--- config.mk ---
export PLATFORM = sky130hd
export DESIGN_NAME = control_multicycle_flat
export DESIGN_NICKNAME = d
export VERILOG_FILES = /design/src/rtl/control_multicycle_if.sv /design/src/rtl/control_multicycle.sv /design/src/flat_wrapper.sv
export SDC_FILE = /design/constraint.sdc
export NUM_CORES = 1
export LEC_CHECK = 0
export CORE_ASPECT_RATIO = 1.1
export CORE_UTILIZATION = 40
export CTS_BUF_LIST = sky130_fd_sc_hd__clkbuf_16
export CTS_CLUSTER_DIAMETER = 200
export DETAILED_ROUTE_END_ITERATION = 8
export PLACE_DENSITY = 0.72
export SETUP_SLACK_MARGIN = 0.4
export SLEW_MARGIN = 20
export SYNTH_ARGS = -nofsm -noshare
export SYNTH_HDL_FRONTEND = slang
export SYNTH_SLANG_ARGS = --single-unit
--- constraint.sdc ---
create_clock -name clk -period 1.9 [get_ports clk]
set_clock_uncertainty 0.15 [all_clocks]
set_input_delay 0.285 -clock clk [delete_from_list [all_inputs] [get_ports clk]]
set_output_delay 0.285 -clock clk [all_outputs]
set_load 0.02 [all_outputs]
--- src/rtl/control_multicycle_if.sv ---
`default_nettype none
// ============================================================================
// Module      : control_multicycle_if
// Description : Opcode/handshake/control bundle between the multicycle control
//               unit (master) and the datapath and memories (slave).
// Revision    : 1.0 - initial release
// ============================================================================
interface control_multicycle_if;
    logic [6:0] inst_opcode;
    logic       inst_mem_ready;
    logic       data_mem_ready;

    logic       inst_mem_req;
    logic       ir_write_enable;
    logic       pc_write_enable;
    logic       jal_enable;
    logic       jalr_enable;
    logic       branch_enable;
    logic       data_mem_read_enable;
    logic       data_mem_write_enable;
    logic       regfile_write_enable;
    logic [1:0] mem_to_reg_sel;
    logic [1:0] alu_op;
    logic [1:0] alu_sel_src_a;
    logic       alu_sel_src_b;
    logic [2:0] state;
    logic       fault;

    modport master (
        input  inst_opcode, inst_mem_ready, data_mem_ready,
        output inst_mem_req, ir_write_enable, pc_write_enable,
               jal_enable, jalr_enable, branch_enable,
               data_mem_read_enable, data_mem_write_enable,
               regfile_write_enable, mem_to_reg_sel, alu_op,
               alu_sel_src_a, alu_sel_src_b, state, fault
    );

    modport slave (
        output inst_opcode, inst_mem_ready, data_mem_ready,
        input  inst_mem_req, ir_write_enable, pc_write_enable,
               jal_enable, jalr_enable, branch_enable,
               data_mem_read_enable, data_mem_write_enable,
               regfile_write_enable, mem_to_reg_sel, alu_op,
               alu_sel_src_a, alu_sel_src_b, state, fault
    );
endinterface
`default_nettype wire

--- src/rtl/control_multicycle.sv ---
`default_nettype none
// ============================================================================
// Module      : control_multicycle
// Description : Multicycle RV64I control FSM (fetch/decode/execute/mem/wb)
//               with memory ready handshakes. CONTROL_MULTICYCLE_FAULT_EN
//               enables illegal-opcode and memory-timeout faults.
// Revision    : 1.0 - initial release
// ============================================================================
module control_multicycle #(
    parameter int unsigned MEM_WAIT_MAX = 15,
    parameter bit          ENABLE_RV64  = 1'b1
) (
    input  logic                 clk,
    input  logic                 rst,
    control_multicycle_if.master bus
);

    localparam logic [6:0] c_op_load   = 7'b0000011;
    localparam logic [6:0] c_op_imm    = 7'b0010011;
    localparam logic [6:0] c_op_auipc  = 7'b0010111;
    localparam logic [6:0] c_op_imm_32 = 7'b0011011;
    localparam logic [6:0] c_op_store  = 7'b0100011;
    localparam logic [6:0] c_op_reg    = 7'b0110011;
    localparam logic [6:0] c_op_lui    = 7'b0110111;
    localparam logic [6:0] c_op_32     = 7'b0111011;
    localparam logic [6:0] c_op_branch = 7'b1100011;
    localparam logic [6:0] c_op_jalr   = 7'b1100111;
    localparam logic [6:0] c_op_jal    = 7'b1101111;

    typedef enum logic [2:0] {
        S_FETCH     = 3'd0,
        S_DECODE    = 3'd1,
        S_EXECUTE   = 3'd2,
        S_MEM       = 3'd3,
        S_WRITEBACK = 3'd4,
        S_FAULT     = 3'd5
    } state_t;

    if ((MEM_WAIT_MAX < 1) || (MEM_WAIT_MAX > 255)) begin : g_wait_max_range
        $error("control_multicycle: MEM_WAIT_MAX must be in 1..255");
    end

    state_t     state_q, state_d;
    logic [6:0] opcode_q, opcode_d;

    logic       w_inst_mem_req;
    logic       w_ir_write_enable;
    logic       w_pc_write_enable;
    logic       w_jal_enable;
    logic       w_jalr_enable;
    logic       w_branch_enable;
    logic       w_data_mem_read_enable;
    logic       w_data_mem_write_enable;
    logic       w_regfile_write_enable;
    logic [1:0] w_mem_to_reg_sel;
    logic       w_alu_active;
    logic       w_fault;
    logic [1:0] w_alu_op;
    logic [1:0] w_alu_sel_src_a;
    logic       w_alu_sel_src_b;

    function automatic logic f_is_legal(input logic [6:0] op);
        case (op)
            c_op_load, c_op_imm, c_op_auipc, c_op_store, c_op_reg,
            c_op_lui, c_op_branch, c_op_jalr, c_op_jal: return 1'b1;
            c_op_imm_32, c_op_32:                       return ENABLE_RV64;
            default:                                    return 1'b0;
        endcase
    endfunction

`ifdef CONTROL_MULTICYCLE_FAULT_EN
    localparam logic [7:0] c_wait_max = 8'(MEM_WAIT_MAX);

    logic [7:0] wait_cnt_q, wait_cnt_d;
    logic       w_timeout;

    assign w_timeout = (wait_cnt_q == c_wait_max);

    // Counts only stalled cycles that stay in the same state; any move clears it.
    always_comb begin
        wait_cnt_d = 8'd0;
        if ((state_d == state_q) &&
            (((state_q == S_FETCH) && !bus.inst_mem_ready) ||
             ((state_q == S_MEM)   && !bus.data_mem_ready))) begin
            wait_cnt_d = wait_cnt_q + 8'd1;
        end
    end

    always_ff @(posedge clk) begin
        if (rst) begin
            wait_cnt_q <= 8'd0;
        end else begin
            wait_cnt_q <= wait_cnt_d;
        end
    end
`endif

    always_ff @(posedge clk) begin
        if (rst) begin
            state_q  <= S_FETCH;
            opcode_q <= 7'd0;
        end else begin
            state_q  <= state_d;
            opcode_q <= opcode_d;
        end
    end

    always_comb begin
        w_alu_op        = 2'b00;
        w_alu_sel_src_a = 2'b00;
        w_alu_sel_src_b = 1'b0;
        case (opcode_q)
            c_op_load, c_op_store, c_op_jalr: begin
                w_alu_sel_src_b = 1'b1;
            end
            c_op_imm, c_op_imm_32: begin
                w_alu_op        = 2'b10;
                w_alu_sel_src_b = 1'b1;
            end
            c_op_reg, c_op_32: begin
                w_alu_op        = 2'b10;
            end
            c_op_auipc, c_op_jal: begin
                w_alu_sel_src_a = 2'b01;
                w_alu_sel_src_b = 1'b1;
            end
            c_op_lui: begin
                w_alu_sel_src_a = 2'b10;
                w_alu_sel_src_b = 1'b1;
            end
            c_op_branch: begin
                w_alu_op        = 2'b11;
            end
            default: ;
        endcase
    end

    always_comb begin
        state_d                 = state_q;
        opcode_d                = opcode_q;
        w_inst_mem_req          = 1'b0;
        w_ir_write_enable       = 1'b0;
        w_pc_write_enable       = 1'b0;
        w_jal_enable            = 1'b0;
        w_jalr_enable           = 1'b0;
        w_branch_enable         = 1'b0;
        w_data_mem_read_enable  = 1'b0;
        w_data_mem_write_enable = 1'b0;
        w_regfile_write_enable  = 1'b0;
        w_mem_to_reg_sel        = 2'b00;
        w_alu_active            = 1'b0;
        w_fault                 = 1'b0;

        case (state_q)
            S_FETCH: begin
                w_inst_mem_req = 1'b1;
                if (bus.inst_mem_ready) begin
                    w_ir_write_enable = 1'b1;
                    state_d           = S_DECODE;
                end
`ifdef CONTROL_MULTICYCLE_FAULT_EN
                else if (w_timeout) begin
                    state_d = S_FAULT;
                end
`endif
            end

            S_DECODE: begin
                opcode_d = bus.inst_opcode;
                if (f_is_legal(bus.inst_opcode)) begin
                    state_d = S_EXECUTE;
                end else begin
`ifdef CONTROL_MULTICYCLE_FAULT_EN
                    state_d = S_FAULT;
`else
                    // Illegal opcodes retire as a NOP by advancing the PC.
                    w_pc_write_enable = 1'b1;
                    state_d           = S_FETCH;
`endif
                end
            end

            S_EXECUTE: begin
                w_alu_active = 1'b1;
                case (opcode_q)
                    c_op_branch: begin
                        w_pc_write_enable = 1'b1;
                        w_branch_enable   = 1'b1;
                        state_d           = S_FETCH;
                    end
                    c_op_load, c_op_store: state_d = S_MEM;
                    default:               state_d = S_WRITEBACK;
                endcase
            end

            S_MEM: begin
                w_alu_active = 1'b1;
                if (opcode_q == c_op_store) begin
                    w_data_mem_write_enable = 1'b1;
                end else begin
                    w_data_mem_read_enable  = 1'b1;
                end
                if (bus.data_mem_ready) begin
                    if (opcode_q == c_op_store) begin
                        w_pc_write_enable = 1'b1;
                        state_d           = S_FETCH;
                    end else begin
                        state_d           = S_WRITEBACK;
                    end
                end
`ifdef CONTROL_MULTICYCLE_FAULT_EN
                else if (w_timeout) begin
                    state_d = S_FAULT;
                end
`endif
            end

            S_WRITEBACK: begin
                w_alu_active           = 1'b1;
                w_regfile_write_enable = 1'b1;
                w_pc_write_enable      = 1'b1;
                w_mem_to_reg_sel       = (opcode_q == c_op_load) ? 2'b01 : 2'b00;
                w_jal_enable           = (opcode_q == c_op_jal);
                w_jalr_enable          = (opcode_q == c_op_jalr);
                state_d                = S_FETCH;
            end

            S_FAULT: begin
`ifdef CONTROL_MULTICYCLE_FAULT_EN
                w_fault = 1'b1;
`endif
            end

            default: state_d = S_FETCH;
        endcase
    end

    // Reset forces every output low immediately, abandoning any open request.
    assign bus.inst_mem_req          = w_inst_mem_req          & ~rst;
    assign bus.ir_write_enable       = w_ir_write_enable       & ~rst;
    assign bus.pc_write_enable       = w_pc_write_enable       & ~rst;
    assign bus.jal_enable            = w_jal_enable            & ~rst;
    assign bus.jalr_enable           = w_jalr_enable           & ~rst;
    assign bus.branch_enable         = w_branch_enable         & ~rst;
    assign bus.data_mem_read_enable  = w_data_mem_read_enable  & ~rst;
    assign bus.data_mem_write_enable = w_data_mem_write_enable & ~rst;
    assign bus.regfile_write_enable  = w_regfile_write_enable  & ~rst;
    assign bus.mem_to_reg_sel        = rst ? 2'b00 : w_mem_to_reg_sel;
    assign bus.alu_op                = (rst || !w_alu_active) ? 2'b00 : w_alu_op;
    assign bus.alu_sel_src_a         = (rst || !w_alu_active) ? 2'b00 : w_alu_sel_src_a;
    assign bus.alu_sel_src_b         = w_alu_sel_src_b & w_alu_active & ~rst;
    assign bus.state                 = rst ? 3'd0 : state_q;
    assign bus.fault                 = w_fault & ~rst;

endmodule
`default_nettype wire

--- src/flat_wrapper.sv ---
// flat-port wrapper written by rule: the top's interface ports become plain ports
module control_multicycle_flat 
#(
    parameter int unsigned MEM_WAIT_MAX = 15,
    parameter bit          ENABLE_RV64  = 1'b1
)
  (clk, rst, bus_inst_opcode, bus_inst_mem_ready, bus_data_mem_ready, bus_inst_mem_req, bus_ir_write_enable, bus_pc_write_enable, bus_jal_enable, bus_jalr_enable, bus_branch_enable, bus_data_mem_read_enable, bus_data_mem_write_enable, bus_regfile_write_enable, bus_mem_to_reg_sel, bus_alu_op, bus_alu_sel_src_a, bus_alu_sel_src_b, bus_state, bus_fault);
  control_multicycle_if bus_i ();
  input  logic clk;
  input  logic rst;
  input wire logic [$bits(bus_i.inst_opcode)-1:0] bus_inst_opcode;
  input wire logic [$bits(bus_i.inst_mem_ready)-1:0] bus_inst_mem_ready;
  input wire logic [$bits(bus_i.data_mem_ready)-1:0] bus_data_mem_ready;
  output wire logic [$bits(bus_i.inst_mem_req)-1:0] bus_inst_mem_req;
  output wire logic [$bits(bus_i.ir_write_enable)-1:0] bus_ir_write_enable;
  output wire logic [$bits(bus_i.pc_write_enable)-1:0] bus_pc_write_enable;
  output wire logic [$bits(bus_i.jal_enable)-1:0] bus_jal_enable;
  output wire logic [$bits(bus_i.jalr_enable)-1:0] bus_jalr_enable;
  output wire logic [$bits(bus_i.branch_enable)-1:0] bus_branch_enable;
  output wire logic [$bits(bus_i.data_mem_read_enable)-1:0] bus_data_mem_read_enable;
  output wire logic [$bits(bus_i.data_mem_write_enable)-1:0] bus_data_mem_write_enable;
  output wire logic [$bits(bus_i.regfile_write_enable)-1:0] bus_regfile_write_enable;
  output wire logic [$bits(bus_i.mem_to_reg_sel)-1:0] bus_mem_to_reg_sel;
  output wire logic [$bits(bus_i.alu_op)-1:0] bus_alu_op;
  output wire logic [$bits(bus_i.alu_sel_src_a)-1:0] bus_alu_sel_src_a;
  output wire logic [$bits(bus_i.alu_sel_src_b)-1:0] bus_alu_sel_src_b;
  output wire logic [$bits(bus_i.state)-1:0] bus_state;
  output wire logic [$bits(bus_i.fault)-1:0] bus_fault;
  assign bus_i.inst_opcode = bus_inst_opcode;
  assign bus_i.inst_mem_ready = bus_inst_mem_ready;
  assign bus_i.data_mem_ready = bus_data_mem_ready;
  assign bus_inst_mem_req = bus_i.inst_mem_req;
  assign bus_ir_write_enable = bus_i.ir_write_enable;
  assign bus_pc_write_enable = bus_i.pc_write_enable;
  assign bus_jal_enable = bus_i.jal_enable;
  assign bus_jalr_enable = bus_i.jalr_enable;
  assign bus_branch_enable = bus_i.branch_enable;
  assign bus_data_mem_read_enable = bus_i.data_mem_read_enable;
  assign bus_data_mem_write_enable = bus_i.data_mem_write_enable;
  assign bus_regfile_write_enable = bus_i.regfile_write_enable;
  assign bus_mem_to_reg_sel = bus_i.mem_to_reg_sel;
  assign bus_alu_op = bus_i.alu_op;
  assign bus_alu_sel_src_a = bus_i.alu_sel_src_a;
  assign bus_alu_sel_src_b = bus_i.alu_sel_src_b;
  assign bus_state = bus_i.state;
  assign bus_fault = bus_i.fault;
  control_multicycle #(.MEM_WAIT_MAX(MEM_WAIT_MAX), .ENABLE_RV64(ENABLE_RV64)) u_core (.clk(clk), .rst(rst), .bus(bus_i));
endmodule
==> results of run 1 <==
-- cells by family after synthesis --
group                    count (synthesis)  synth area share, %
buffers and inverters                   16                 10.0
AND/OR/NAND/NOR                         54                 37.0
XOR/XNOR                                 1                 1.06
AO/OA/AOI/OAI                           19                 17.5
multiplexers                             7                 8.50
other                                    1                0.455
flip-flops                              10                 24.3
adder cells (fa/ha/maj)                  1                 1.21
-- synth_stat cells, drive strengths merged --
cell,n
inv,6
o311ai,2
o21a,1
xor2,1
nor2,15
nand2b,4
o211ai,1
maj3,1
a21oi,3
nand3,2
a211o,1
a21o,1
o22a,1
mux2i,7
conb,1
nand4bb,1
nor4,4
a221oi,1
nor2b,4
a211oi,2
nor3b,2
buf,7
or3,2
a31oi,1
dfxtp,10
a2bb2oi,2
and3b,2
and4bb,1
clkbuf,3
o31a,1
nor3,6
nand2,9
and2,2
o21ai,2
-- through the flow --
step	setup TNS [ns]	hold slack [ns]	instance area, µm²	cells
after floorplan	0	0.282	958	110
after global placement	-7.90	0.401	1470	191
after detailed placement	-8.13	0.414	1470	191
==> impl_results.md, run 1 <==
* Total clock sinks at 10
* Number of flip-flops and latches in the synthesized netlist at 10
* Top Ports at 31
* Die height at 49.6 µm
* H-tree depth at 1
* Share of Yosys cell area claimed by the top area cell type at 24.3%
* Post-cts gate resize count at 166
* Clock Tree Root: sky130_fd_sc_hd__clkbuf_16
* Number of setup buffers added after CTS at 18
* Setup Slack @ Placement at -0.731 ns
* Buffers added on ports at 28
* Instance count of the mapped netlist at 109
* Initial Util at 44.3%
* Average cell area after synthesis at 7.56 µm²
* Unique masters post-synth at 41
* Sum of net half-perimeters after detailed placement at about 2.1 mm
* TritonCTS Buffers at 3
* Clock tree buffer depth at 2
* Post-CTS Hold Buffers at 0
* Tool error: [ERROR DPL-0038] Utilization greater than 100%, impossible to legalize
* Outcome: aborted with a tool error
* Sequential-to-total area share from yosys stat at 24.3%
* Die width at 45.3 µm
* Ranking of synthesized cells by area: sky130_fd_sc_hd__dfxtp_1, sky130_fd_sc_hd__mux2i_1, sky130_fd_sc_hd__nor2_1
* Library cell with the largest summed area after synthesis: sky130_fd_sc_hd__dfxtp_1
* Last step reached: clock tree synthesis (4_1_cts)
* Placer congestion estimate at 0.786
* Cell area after technology mapping at between 800 and 900 µm²
* Placement Rows at 16
* Count of warnings emitted by yosys at 0
==> run 2, diff against run 1 <==
==> config.mk (replaced) <==
export PLATFORM = sky130hd
export DESIGN_NAME = control_multicycle_flat
export DESIGN_NICKNAME = d
export VERILOG_FILES = /design/src/rtl/control_multicycle_if.sv /design/src/rtl/control_multicycle.sv /design/src/flat_wrapper.sv
export SDC_FILE = /design/constraint.sdc
export NUM_CORES = 1
export LEC_CHECK = 0
export CORE_AREA = 2 2 63 65
export DETAILED_ROUTE_END_ITERATION = 8
export DIE_AREA = 0 0 65 67
export PLACE_DENSITY_LB_ADDON = 0.15
export SLEW_MARGIN = 20
export SYNTH_ARGS = -nofsm -noshare
export SYNTH_HDL_FRONTEND = slang
export SYNTH_SLANG_ARGS = --single-unit
==> impl_results.md, run 2 <==
* Outcome: finished with violations
* Failing checks: negative setup slack
* Initial antenna violation count at 0
* Final period utilization at 105%
* Ranking of synthesized cells by area: sky130_fd_sc_hd__dfxtp_1, sky130_fd_sc_hd__mux2i_1, sky130_fd_sc_hd__nor2_1
* Buffers added on ports at 28 (unchanged)
* Placement Rows at 22 (+6)
* Cell area after technology mapping at 825 µm² (unchanged)
* Power density of the placed cells at 436 nW/µm²
* Proportion of synthesized flip-flops having asynchronous set or reset at 0% (unchanged)
* Average cell area after synthesis at 7.56 µm² (unchanged)
* Crit end category: output port
* Initial Util at 22.9% (-21 points)
* Share of layout cells above drive strength 1 at 52.9%
* Instance count of the mapped netlist at 109 (unchanged)
* Placer congestion estimate at 0.774 (-1.5%)
* Die width at 65 µm (+44%)
* Flop pwr share at 32.5%
* Leakage power at 0.000738 µW
* Worst ir drop on vdd at 0.355 mV
* Number of flops mapped to enable cells by yosys at 0 (unchanged)
* RSZ-0062 raised after global routing: true
* Fill cell count at 394
* Slack of the critical path at -0.0864 ns
* TritonCTS clock tree: built
* Leading registers by flop count: u_core.opcode_q: 7 flops, u_core.state_q: 3 flops
* Standard cell core area at 3610 µm²
* Commonest cells post-synth: sky130_fd_sc_hd__nor2_1, sky130_fd_sc_hd__dfxtp_1, sky130_fd_sc_hd__nand2_1, sky130_fd_sc_hd__mux2i_1, sky130_fd_sc_hd__inv_1
* Crit path arrival time at 1.55 ns
* CP Max Fanout at 2
* Most used cells in the layout excluding fill and tap cells: sky130_fd_sc_hd__buf_4, sky130_fd_sc_hd__nor2_1, sky130_fd_sc_hd__mux2i_1
* Register with the most flip-flops: u_core.opcode_q
* Maximum number of pins on one net before global-route repair at 12
* Synth Area in Simple Gates at 37.0% (unchanged)
* Max-slew violation count at 0
* Remaining antenna violation count after routing at 0
* Vias in the first global route at 902
* Worst min-delay path class: input pin to register
* Placed standard-cell area at 1400 µm² (-4.6%)
* Internal power consumption at between 500 and 600 µW
* Nets at 182
* Number of setup violations in the final report at 4
* Worst-case hold slack at 0.232 ns
* Required time of the worst setup path at 1.46 ns
* Most common cell after layout, fill and taps aside: sky130_fd_sc_hd__buf_4
* Multiplexer share of the synthesized area at 8.50% (unchanged)
* Sequential-to-total area share from yosys stat at 24.3% (unchanged)
* Most repeated cell in the gate-level netlist after synthesis: sky130_fd_sc_hd__nor2_1
* Combinational family with the most area after synthesis: simple AND/OR/NAND/NOR gates
* Predominant post-synthesis flop cell: sky130_fd_sc_hd__dfxtp_1
* Flip-flop count of the largest register, all copies and words added at 7
* Number of remaining DRC errors at 0
* Final Critical Period at about 2.0 ns
* Clk pwr share at 37.4%
* Clock tree buffer depth at 2 (unchanged)
* Area added between synthesis and finish at 95.8%
* Via-to-Cell Ratio at 4.53
* Share of Yosys cell area claimed by the top area cell type at 24.3% (unchanged)
* H-tree depth at 1 (unchanged)
* List of cells traversed by the critical path: clkdlybuf4s50_1 -> inv_1 -> o311ai_4 -> o21ai_2 -> a31oi_4 -> buf_6
* Finished Layout Cells at between 200 and 250
* Net load switching power at 188 µW
* Clock latency reported for the late side of the worst-skew pair at 0.23 ns
* Fmax at 0.503 GHz
* Synth Area in XOR/XNOR at 1.06% (unchanged)
* Library cell with the largest summed area after synthesis: sky130_fd_sc_hd__dfxtp_1
* Number of max-cap violations at 0
* Arithmetic-cell share of the synthesized area counting full adders, half adders and majority gates at 1.21% (unchanged)
* Wire length of the first global-routing pass at 4.16 mm
* Die height at 67 µm (+35%)
* Pre-antenna DRT Iters at 4
* Launching element type of the critical path: input pin
* Post-CTS Hold Buffers at 0 (unchanged)
* Sum of net half-perimeters after detailed placement at 2.00 mm (-3.3%)
* Cell with the largest stage delay on the worst path: sky130_fd_sc_hd__clkdlybuf4s50_1
* Number of antenna repair diodes at 0
* Total clock sinks at 10 (unchanged)
* Count of final hold-check violations at 0
* Unique masters post-synth at 41 (unchanged)
* Placed Cells at 207 (+8.4%)
* Start-to-end type of the worst setup path: input pin to output port
* GRT Total Usage at 12.2%
* Top Ports at 31 (unchanged)
* Count of warnings emitted by yosys at 0 (unchanged)
* Area occupied by multi-input gates at 723 µm²
* Global-route congestion overflow total at 0
* Routed wirelength normalized by instance count at 12.1 µm
* TritonCTS Buffers at 3 (unchanged)
* Post-synthesis compound-gate area fraction at 17.5% (unchanged)
* Reg clk slew, reported paths at 0.05 ns
* Vias at just under 1000
* Area of all placed cells without fillers at 1610 µm²
* Sequential cell area at 209 µm²
* Clock Tree Root: sky130_fd_sc_hd__clkbuf_8
* Number of flip-flops and latches in the synthesized netlist at 10 (unchanged)
* Switching share of power at 26.7%
* Total detailed-routing wirelength at 2.63 mm
* Crit path largest cell delay at 0.47 ns
* Portion of total power attributed to combinational logic at 30.0%
* Die area at 4360 µm²
* Initial DRC Count at 34
[run 2: cell counts after synthesis]
Identical to the previous run, type by type.
[run 2: kinds of logic (layout without fill, tap and decap cells)]
| group | count (synthesis) | in the layout |
|---|---|---|
| mux | 7 | 7 |
| fa+ha+maj | 1 | 1 |
| other cells | 1 | 2 |
| buf+inv | 16 | 76 |
| compound gates | 19 | 19 |
| xor+xnor | 1 | 1 |
| simple gates | 54 | 54 |
| flops | 10 | 10 |
[run 2: power by group through the flow]
stage | Sequential [µW] | Combinational [µW] | Clock, µW
5_1_grt | 230 | 228 | 283
3_5_place_dp | 232 | 182 | 0
6_report | 229 | 212 | 264
2_1_floorplan | 231 | 101 | 0
4_1_cts | 229 | 190 | 271
3_3_place_gp | 232 | 182 | 0
[run 2: area by class of cell]
class,count,share of cell area (%)
clock buffers,4,3.41
repair buffers,66,33.7
well taps,48,3.72
flip-flops and latches,10,12.9
inverters,6,1.40
multi-input cells,84,44.8
[run 2: worst max-delay path: cells and delay by family]
| family | cells | cell delay [ns] |
|---|---|---|
| buffers and inverters | 3 | 0.67 |
| AOI/OAI and AO/OA | 3 | 0.60 |
[run 2: final timing paths]
check / from / to / slack [ns] / depth (start not counted)
min reg2reg: u_core.opcode_q[3]$_SDFFE_PP0P_ / u_core.opcode_q[3]$_SDFFE_PP0P_ / 0.46 / 3
max: bus_inst_opcode[3] / bus_pc_write_enable / -0.09 / 6
max reg2reg: u_core.opcode_q[3]$_SDFFE_PP0P_ / u_core.state_q[0]$_SDFFE_PP0P_ / 0.18 / 6
min: bus_inst_opcode[2] / u_core.opcode_q[2]$_SDFFE_PP0P_ / 0.23 / 3
[run 2: per-layer routing]
layer  vias to the layer above  global-route usage [%]  part of all wire [%]  wire length [µm]
met2                        27                    20.6                    46              1210
met4                         0                    3.19                  0.38                10
li1                        509                       -                     -                 -
met3                         2                    2.20                   5.2               137
met1                       449                    15.8                    48              1280
met5                         -                       0                     0                 0
[run 2: what timing repair did]
item | in CTS | in global routing
gates resized for setup | 88 | 24
gates cloned | 0 | 0
setup endpoints to repair | 18 | 13
buffers inserted | 3 | 4
pin swaps | 6 | 16
[run 2: stage by stage]
stage | setup TNS, ns | setup slack (ns) | total power (µW) | util, %
3_5_place_dp | -8.29 | -0.767 | 414 | 38.9
5_1_grt | -0.480 | -0.141 | 741 | 44.8
6_report | -0.179 | -0.0864 | 704 | 44.8
4_1_cts | -0.310 | -0.185 | 690 | 41.4
3_3_place_gp | -7.97 | -0.712 | 414 | 38.9
2_1_floorplan | -0.0662 | -0.0348 | 332 | -
Note: power is estimated with default switching activity, not from simulation.
